### src/rtl/cnt_rr_pkg.sv
// cnt_rr_pkg: shared types and helpers for the round-robin interval-timer
// scheduler and its picker.
//   state_e  : two-state FSM encoding (IDLE=0, RUN=1)
//   N_DEF    : default requester count
//   W_DEF    : default counter / duration width
//   onehot() : index -> one-hot vector (up to N_MAX requesters)
package cnt_rr_pkg;

  localparam int N_DEF = 4;
  localparam int W_DEF = 4;
  localparam int N_MAX = 8;

  typedef enum logic {
    IDLE = 1'b0,
    RUN  = 1'b1
  } state_e;

  // Callers truncate the result to their own requester count.
  function automatic logic [N_MAX-1:0] onehot(input logic [2:0] idx);
    logic [N_MAX-1:0] v;
    v      = '0;
    v[idx] = 1'b1;
    return v;
  endfunction

endpackage

### src/rtl/cnt_rr_pick.sv
// cnt_rr_pick: combinational rotating-priority picker.
//   req : per-requester request bits
//   ptr : index holding highest priority this round
//   any : at least one request is set
//   sel : first set request scanning ptr, ptr+1, ... mod N
module cnt_rr_pick
  import cnt_rr_pkg::*;
#(
  parameter  int N  = N_DEF,
  localparam int PW = $clog2(N)
) (
  input  logic [N-1:0]  req,
  input  logic [PW-1:0] ptr,
  output logic          any,
  output logic [PW-1:0] sel
);

  // Walk offsets from farthest to nearest so the nearest set bit to ptr
  // is the last one written and therefore wins.
  always_comb begin
    any = 1'b0;
    sel = '0;
    for (int k = N - 1; k >= 0; k--) begin
      if (req[PW'((int'(ptr) + k) % N)]) begin
        any = 1'b1;
        sel = PW'((int'(ptr) + k) % N);
      end
    end
  end

endmodule

### src/rtl/cnt_rr_sched.sv
// cnt_rr_sched: shares one W-bit up-counter between N requesters in
// round-robin order. The granted requester holds the counter for its
// sampled duration L (0 means 2^W cycles) and then gets a one-cycle done.
//   clk  : clock, rising edge
//   re   : synchronous active-high reset
//   req  : per-requester request level
//   dur  : flattened durations, dur[i*W +: W] for requester i
//   gnt  : one-hot grant (registered), zero when idle
//   done : one-cycle completion pulse (registered)
//   cnt  : current counter value (registered)
//   busy : high while a grant is active
module cnt_rr_sched
  import cnt_rr_pkg::*;
#(
  parameter int N = N_DEF,
  parameter int W = W_DEF
) (
  input  logic           clk,
  input  logic           re,
  input  logic [N-1:0]   req,
  input  logic [N*W-1:0] dur,
  output logic [N-1:0]   gnt,
  output logic [N-1:0]   done,
  output logic [W-1:0]   cnt,
  output logic           busy
);

  localparam int PW = $clog2(N);

  state_e        state_q;
  logic [N-1:0]  gnt_q, done_q;
  logic [W-1:0]  cnt_q, len_q;
  logic [PW-1:0] ptr_q, sel_q;

  logic          pick_any;
  logic [PW-1:0] pick_sel;
  logic [W-1:0]  len_d;
  logic [N-1:0]  gnt_d;
  logic [PW-1:0] ptr_d;
  logic          term;

  cnt_rr_pick #(.N(N)) u_pick (
    .req(req),
    .ptr(ptr_q),
    .any(pick_any),
    .sel(pick_sel)
  );

  assign len_d = dur[pick_sel*W +: W];
  assign gnt_d = N'(onehot(3'(pick_sel)));

  // Served requester drops to lowest priority next round.
  assign ptr_d = (sel_q == PW'(N - 1)) ? '0 : sel_q + PW'(1);

  // len-1 in W-bit arithmetic: len==0 terminates at all-ones, i.e. 2^W cycles.
  assign term = (cnt_q == len_q - W'(1));

  always_ff @(posedge clk) begin
    if (re) begin
      state_q <= IDLE;
      gnt_q   <= '0;
      done_q  <= '0;
      cnt_q   <= '0;
      len_q   <= '0;
      ptr_q   <= '0;
      sel_q   <= '0;
    end else begin
      done_q <= '0;
      unique case (state_q)
        IDLE: begin
          if (pick_any) begin
            gnt_q   <= gnt_d;
            len_q   <= len_d;
            sel_q   <= pick_sel;
            cnt_q   <= '0;
            state_q <= RUN;
          end
        end
        RUN: begin
          // Abort wins over terminal: a withdrawn request never sees done.
          if (!req[sel_q]) begin
            gnt_q   <= '0;
            cnt_q   <= '0;
            ptr_q   <= ptr_d;
            state_q <= IDLE;
          end else if (term) begin
            gnt_q   <= '0;
            done_q  <= gnt_q;
            cnt_q   <= '0;
            ptr_q   <= ptr_d;
            state_q <= IDLE;
          end else begin
            cnt_q <= cnt_q + W'(1);
          end
        end
        default: state_q <= IDLE;
      endcase
    end
  end

  assign gnt  = gnt_q;
  assign done = done_q;
  assign cnt  = cnt_q;
  assign busy = (state_q == RUN);

  a_gnt_oh: assert property (@(posedge clk) disable iff (re) $onehot0(gnt));
  a_done_oh: assert property (@(posedge clk) disable iff (re) $onehot0(done));
  a_done_gnt: assert property (@(posedge clk) disable iff (re) (done & gnt) == '0);
  a_idle_cnt: assert property (@(posedge clk) disable iff (re) !busy |-> cnt == '0);

endmodule

### config.mk
export PLATFORM = sky130hd
export DESIGN_NAME = cnt_rr_sched
export DESIGN_NICKNAME = d
export VERILOG_FILES = /design/src/rtl/cnt_rr_pkg.sv /design/src/rtl/cnt_rr_pick.sv /design/src/rtl/cnt_rr_sched.sv
export SDC_FILE = /design/constraint.sdc
export NUM_CORES = 1
export LEC_CHECK = 0
export CELL_PAD_IN_SITES_DETAIL_PLACEMENT = 0
export CELL_PAD_IN_SITES_GLOBAL_PLACEMENT = 1
export CORE_MARGIN = 2
export CORE_UTILIZATION = 37
export DETAILED_ROUTE_END_ITERATION = 12
export GPL_ROUTABILITY_DRIVEN = 0
export PLACE_DENSITY = 0.91
export SKIP_CTS_REPAIR_TIMING = 1
export SLEW_MARGIN = 20
export SYNTH_ARGS = -nofsm -noshare
export SYNTH_HDL_FRONTEND = slang
export SYNTH_HIERARCHICAL = 1
export SYNTH_SLANG_ARGS = --single-unit
### constraint.sdc
create_clock -name clk -period 3.1 [get_ports clk]
set_clock_uncertainty 0.1 [all_clocks]
set_input_delay 0.31 -clock clk [delete_from_list [all_inputs] [get_ports clk]]
set_output_delay 0.31 -clock clk [all_outputs]
set_load 0.02 [all_outputs]
==> metrics.cfg <==
[status]
status=finished, final reports clean

[synth]
synth_top_family_by_area=simple AND/OR/NAND/NOR gates
syn_area_sq_mm=0.00118
synth_xor_area_share_pct=4.97
synth_cell_types=36
synth_common_cells=21 x dfxtp_1, 20 x nand2_1, 11 x a21oi_1
synth_top_area_share_pct=35.6
ys_seq_elements=21
synthMuxAreaShare_pct=12.8
syn_inst=126
ys_seq_area_share_pct=35.6
synthAdderAreaFrac_pct=3.17
synth_area_leaders=dfxtp_1 36%, mux4_2 7.6%, nand2_1 6.3%
synth-simple-area-share_pct=26.7
syn_area_per_cell_sq_um=9.38
yosysMostFrequentCell=dfxtp_1
syn_nets=151
synth_compound_area_share_pct=12.9
async_flop_share_pct=0
synth-edff-count=0
synth_warnings=6
synth-main-ff-cell=dfxtp_1
synth_top_area_cell=dfxtp_1

[cts]
cts_tree=built
clock_sinks=21
insertion_delay_ns=0.31
htreeDepth=1
cts.root.buffer_cell=clkbuf_4
clockBufferDepth=2
cts_made_buffers=3
path_clk_slew_ns=0.13

[cells_and_area]
areaGrowthSynthToFinish_pct=34.6
final_nets=185
diodes=0
drive_gt1_share_pct=10.7
finalNonFillerCells=203
stdcell_area_sq_mm=0.00159

[placement]
dpl.cell_count=199
placed_area_sq_mm=0.00156
port_buffers=34
hpwl_mm=2.03

[timing]
fmax_mhz=480
tns_ns=0
post-route-period-util_pct=67.2
setup_viol=0
finalHoldViolCount=0
rsz0062_at_grt=false
hold_ws_ns=0.383
fin_crit_ns=2.08
worst_pin_slew_ns=0.651
relSlewSlack_pct=56.3
slew_viol_final=0

[setup_path]
crit_buf_inv=1
arrival_ns=2.20
start_kind=register
cpMaxStageDelayCell=o31ai_4
crit_type=reg -> reg
cp_cell_sequence=inv_1 > ha_1 > xor2_1 > nand3_4 > o31ai_4 > mux2_4
crit_fanout=7
critical-path-top-delay-family=compound AO/OA/AOI/OAI gates
worstPathRequired_ns=3.21
critPathCaptureType=register
cpPeakStageDelay_ns=0.42

[routing]
drtIter0Drc=21
detail-route-antenna-nets=0
dr.pass1.iters=4
avgRoutedWirePerCell_microns=12.6
num_vias=1029
wl_mm=2.56
drcViolationCount=0
viasPerCell=5.07

[die]
coreArea_sq_mm=0.00305
dieHeight_microns=60.5
rows=20
io_pins=35
start_util_pct=38.7
dieWidth_microns=60.5
dieArea_sq_mm=0.00366

[worst_hold_path]
hp-class=reg -> reg

[power]
ir_drop_mv=0.197
p_leak_uw=0.000557
power_uw=628
p_per_area_mw_per_mm2=395

[global_route]
grt_start_max_net_pins=19
antenna_found_initial=0
grt_overflow=0
grt_pass1_wl_mm=4.09
grt_util_all_layers_pct=14.7
grt_pass1_vias=910

[flow_run]
maxCapViolCount=0

==> layer usage <==
layer,part of all wire (%),track usage [%]
met5,0,0
met2,51,25.0
met3,3.6,2.77
met4,0.51,3.42
met1,45,19.4
==> cell usage in the layout (no fill, tap or decap), types with 2 or more instances in the layout <==
cell and instances:
nand3_1 2, xor2_1 2, nand3b_1 6, clkbuf_4 3, nor4b_1 4, nor2_1 6
clkdlybuf4s50_1 34, o22ai_1 3, nor2b_1 3, nor3_1 3, mux4_2 4, dfxtp_1 21
xnor2_1 2, nand2_1 20, o221ai_1 2, inv_1 4, mux2i_1 2, nand2b_1 5
and2_1 2, a21oi_1 11, o211ai_1 2, buf_4 2, ha_1 3
==> through the flow <==
stage	utilization, %	setup slack [ns]
2_1_floorplan	-	1.17
3_3_place_gp	51.1	0.877
3_5_place_dp	51.1	0.845
4_1_cts	52.1	0.990
5_1_grt	52.1	0.886
6_report	52.1	1.02
==> sequential cells by signal, indices dropped and copies added, names as in the netlist <==
name   cells
cnt        4
done       4
gnt        4
len_q      4
ptr_q      2
sel_q      2
busy       1
==> worst reg2reg max path: cells and delay by family, from the launching register on <==
| kind | cells | cell delay, ns |
|---|---|---|
| muxes | 1 | 0.33 |
| xor gates and xnor gates | 1 | 0.22 |
| AOI/OAI and AO/OA | 1 | 0.42 |
| and+or+nand+nor | 1 | 0.15 |
| adders and majority gates | 1 | 0.30 |
| DFF | 1 | 0.41 |
| buffers and inverters | 1 | 0.06 |
==> power by group <==
part	switching, uW	internal, uW	leakage [uW]	total, uW
clock network	90.6	49.1	0.0000139	140
registers	17.4	287	0.000171	304
logic	88.7	95.7	0.000372	184
==> final cells by class <==
type	count	area, sq um
clock inverters	1	7.51
well taps	44	55.1
multi-input cells	94	716
repair buffers	36	355
clock buffers	3	22.5
flip-flops and latches	21	420
fillers	308	1460
inverters	4	15.0
==> final timing paths <==
path	start	end	slack, ns	depth (start not counted)
setup / recovery	len_q[0]	ptr_q[0]	1.02	6
hold / removal	len_q[3]	len_q[3]	0.38	2
hold reg to reg	len_q[3]	len_q[3]	0.38	2
setup reg to reg	len_q[0]	ptr_q[0]	1.02	6
==> cell families after synthesis <==
kind of cell	after synthesis
AOI/OAI and AO/OA	22
xor gates and xnor gates	5
adders and majority gates	3
buffers and inverters	11
DFF	21
muxes	8
and+or+nand+nor	56
Power figures use the tool's default switching activity.
